### src/rtl/reset_sequencer.sv
// Staged reset controller: holds all stage resets low after POR, software, watchdog or button
// requests, then releases them one at a time. Button path is enabled by RSTSEQ_BTN_DEBOUNCE_EN.
module reset_sequencer #(
  parameter int N_STAGES = 3,
  parameter int STRETCH  = 16,
  parameter int GAP      = 4,
  parameter int DEBOUNCE = 8
) (
  input  logic                clk,
  input  logic                nrst,
  input  logic                sw_rst_req,
  input  logic                wdt_expire,
  input  logic                btn_n,
  input  logic                cause_clr,
  output logic [N_STAGES-1:0] stage_rst_n,
  output logic                busy,
  output logic [1:0]          rst_cause
);

  // state   | meaning
  // IDLE    | every stage released, waiting for a request
  // ASSERT  | every stage held low, counting STRETCH cycles
  // RELEASE | stages released in order, one every GAP cycles

  typedef enum logic [1:0] {
    IDLE    = 2'd0,
    ASSERT  = 2'd1,
    RELEASE = 2'd2
  } state_t;

  localparam logic [7:0] STRETCH_TC = 8'(STRETCH - 1);
  localparam logic [7:0] GAP_TC     = 8'(GAP - 1);

  state_t              state_q, state_d;
  logic [7:0]          cnt_q, cnt_d;
  logic [N_STAGES-1:0] stage_d, stage_shift;
  logic                busy_d;
  logic [1:0]          cause_d;
  logic                btn_req;
  logic                req;

`ifdef RSTSEQ_BTN_DEBOUNCE_EN
  localparam logic [7:0] DEB_TC = 8'(DEBOUNCE - 1);

  logic       btn_meta, btn_sync, btn_fired;
  logic [7:0] deb_cnt;

  // synchronizer resets to the released (high) level so reset never looks like a press
  always_ff @(posedge clk or negedge nrst) begin
    if (!nrst) begin
      btn_meta  <= 1'b1;
      btn_sync  <= 1'b1;
      deb_cnt   <= 8'd0;
      btn_fired <= 1'b0;
    end else begin
      btn_meta <= btn_n;
      btn_sync <= btn_meta;
      if (btn_sync) begin
        deb_cnt   <= 8'd0;
        btn_fired <= 1'b0;
      end else if (deb_cnt != DEB_TC) begin
        deb_cnt <= deb_cnt + 8'd1;
      end else if (btn_req) begin
        btn_fired <= 1'b1;
      end
    end
  end

  assign btn_req = !btn_sync && (deb_cnt == DEB_TC) && !btn_fired;
`else
  localparam int unused_debounce = DEBOUNCE;
  logic unused_btn;
  assign unused_btn = btn_n;
  assign btn_req    = 1'b0;
`endif

  assign req = sw_rst_req | wdt_expire | btn_req;

  always_comb begin
    state_d     = state_q;
    cnt_d       = cnt_q;
    stage_d     = stage_rst_n;
    cause_d     = rst_cause;
    stage_shift = '0;
    stage_shift[0] = 1'b1;
    for (int k = 1; k < N_STAGES; k++) begin
      stage_shift[k] = stage_rst_n[k-1];
    end

    if (req) begin
      state_d = ASSERT;
      cnt_d   = 8'd0;
      stage_d = '0;
    end else begin
      case (state_q)
        ASSERT, RELEASE: begin
          if (cnt_q == ((state_q == ASSERT) ? STRETCH_TC : GAP_TC)) begin
            stage_d = stage_shift;
            cnt_d   = 8'd0;
            state_d = (&stage_shift) ? IDLE : RELEASE;
          end else begin
            cnt_d = cnt_q + 8'd1;
          end
        end
        default: ;
      endcase
    end

    if (wdt_expire)      cause_d = 2'b11;
    else if (sw_rst_req) cause_d = 2'b10;
    else if (btn_req)    cause_d = 2'b01;
    else if (cause_clr)  cause_d = 2'b00;

    busy_d = ~(&stage_d);
  end

  always_ff @(posedge clk or negedge nrst) begin
    if (!nrst) begin
      state_q     <= ASSERT;
      cnt_q       <= 8'd0;
      stage_rst_n <= '0;
      busy        <= 1'b1;
      rst_cause   <= 2'b00;
    end else begin
      state_q     <= state_d;
      cnt_q       <= cnt_d;
      stage_rst_n <= stage_d;
      busy        <= busy_d;
      rst_cause   <= cause_d;
    end
  end

endmodule

### config.mk
export PLATFORM = sky130hd
export DESIGN_NAME = reset_sequencer
export DESIGN_NICKNAME = d
export VERILOG_FILES = /design/src/rtl/reset_sequencer.sv
export SDC_FILE = /design/constraint.sdc
export NUM_CORES = 1
export LEC_CHECK = 0
export ABC_AREA = 1
export CAP_MARGIN = 25
export CELL_PAD_IN_SITES_DETAIL_PLACEMENT = 0
export CELL_PAD_IN_SITES_GLOBAL_PLACEMENT = 2
export CORE_ASPECT_RATIO = 1.4
export CORE_MARGIN = 8
export CORE_UTILIZATION = 34
export DETAILED_ROUTE_END_ITERATION = 10
export PLACE_DENSITY_LB_ADDON = 0.1
export SLEW_MARGIN = 20
export SYNTH_ARGS = -nofsm -noshare
export SYNTH_HDL_FRONTEND = slang
export SYNTH_SLANG_ARGS = --single-unit
### constraint.sdc
create_clock -name clk -period 2.2 [get_ports clk]
set_input_delay 0.22 -clock clk [delete_from_list [all_inputs] [get_ports clk]]
set_output_delay 0.22 -clock clk [all_outputs]
set_load 0.02 [all_outputs]
==> qor.csv <==
metric,value,unit
r2r_end,busy,
max_cap_viol_count,0,
crit_path_end_kind,output pin,
startpoint_type,flip-flop,
place_area,980.9,µm²
r2r_start,state_q[0],
clockBufferDepth,2,
clk_pin_slew,0.10,ns
rsz0062_at_grt,false,
setup_viol,0,
die_w,58.16,µm
maxSlewHeadroom,48.81,%
cp_num_cells,1,
drc,0,
reg2reg_depth,7,
fin_nets,119,
ys_seq_area_share,47.63,%
yosys_warnings,0,
area_delta_synth_final,18.64,%
powerDensity,530.4,nW/µm²
postCtsSetupRepairBufs,0,
synth_area_per_cell,8.720,µm²
crit_arrival,1.42,ns
slowest_delay,0.60,ns
grt_use_total,9.591,%
hold_ws,0.3621,ns
status,"complete, no violations",
root_buffer,clkbuf_4,
hold_viol,0,
antenna_found_initial,0,
ir_drop,0.2593,mV
syn_inst,97,
ys_seq_elements,16,
die_h,75.02,µm
hpwl,1322,µm
cp_max_fo,1,
vias,672,
postCtsHoldBufs,0,
hold_class,in2async,
post_cts_resized,0,
htree_levels,1,
crit_required,1.98,ns
final_common_cell,nand2_1,
drive_gt1_share,16.51,%
viasPerCell,4.699,
final_cell_mix,"23 x nand2_1, 14 x dfrtp_1, 11 x inv_1",
slowest_stage,clkdlybuf4s50_1,
timing.critical_path.buf_inv,1,
io_pins,12,
gp_congestion,0.7821,
cts-buffers-inserted,3,
die_area,4363,µm²
coreArea,2391,µm²
cts_sinks,16,
initialDrtViolationCount,12,
wl_per_cell,12.53,µm
seqCellArea,402.9,µm²
grt_first_pass_wirelength,3270,µm
syn_area,845.8,µm²
fin_setup_tns,0,ns
diodes,0,
synth_fp_nets,105,
worst-r2r-setup-slack,0.62,ns
synth_cell_type_count,23,
path_cells,clkdlybuf4s50_1,
fin_area,1003,µm²
routed_wl,1792,µm
cts_tree,yes,
multi_input_area,386.6,µm²
grt_max_degree,17,
min_period,1.640,ns
timing.fmax,609.8,MHz
drt_first_pass_iters,2,
power_leakage,0.4593,nW
tightestPinTransition,0.7655,ns
port_buffers,10,
crit_family,buffers and inverters,
nFillCells,248,
clock_latency,0.29,ns
first_global_vias,723,
drv_slew,0,
period_share,74.53,%
clock-skew-final,0.002187,ns
ant_nets,0,
grt_remaining_overflow,0,
critical_path_class,reg2out,
rows,21,
total_power,0.5322,mW
start_util,35.37,%
==> per-stage QoR <==
stage	setup WS (ns)	utilization (%)	std cells
CTS	0.5545	41.97	143
global route	0.4981	41.97	143
finish	0.5602	41.97	143
detailed placement	0.5223	41.03	140
global placement	0.5182	41.03	140
floorplan	0.7848	-	97
==> how the worst max path moves through the flow <==
stage	from	to	slack, ns
floorplan	state_q[0]	busy	0.78
global placement	wdt_expire	cnt_q[4]	0.52
global route	state_q[0]	busy	0.50
CTS	busy	busy	0.55
finish	busy	busy	0.56
detailed placement	wdt_expire	cnt_q[4]	0.52
==> kinds of logic (layout without fill, tap and decap cells) <==
logic type | Yosys count | count (layout) | share of synthesized area (%)
and+or+nand+nor | 51 | 51 | 32.40
DFF | 16 | 16 | 47.63
buffers and inverters | 14 | 26 | 6.658
AOI/OAI and AO/OA | 11 | 11 | 7.247
xor gates and xnor gates | 3 | 3 | 3.107
adders and majority gates | 2 | 2 | 2.958
==> cell usage after synthesis, drive strengths merged <==
master,count,area (µm²)
a21boi,1,7.510
a21oi,3,15.01
a31o,1,8.760
and3,2,12.51
buf,1,7.510
dfrtp,14,350.3
dfstp,2,52.55
ha,2,25.02
inv,13,48.80
nand2,27,116.4
nand3,11,67.57
nand4,2,12.51
nor2,8,55.05
nor3,1,10.01
o21ai,6,30.02
xor2,3,26.28
==> power by group <==
group          internal (mW)  switching, mW
sequential             0.300        0.00478
clock                 0.0638          0.105
combinational         0.0216         0.0371
total                  0.386          0.147
==> sequential cells by signal (all words and copies together) (netlist names) <==
signal and count:
cnt_q 8, stage_rst_n 3, rst_cause 2, state_q 2, busy 1
==> per-layer routing <==
layer | global-route usage [%] | share of wire (%) | vias up
li1 | - | - | 340
met1 | 11.47 | 47 | 316
met2 | 15.67 | 47 | 11
met3 | 2.393 | 4.0 | 5
met4 | 4.645 | 1.8 | 0
met5 | 0 | 0 | -
==> layout make-up <==
class                   count  share of cell area, %
multi-input cells          67                  38.53
inverters                  13                  4.863
repair buffers             10                  9.975
flip-flops and latches     16                  40.15
well taps                  34                  4.239
clock buffers               3                  2.244
Power figures use the tool's default switching activity.
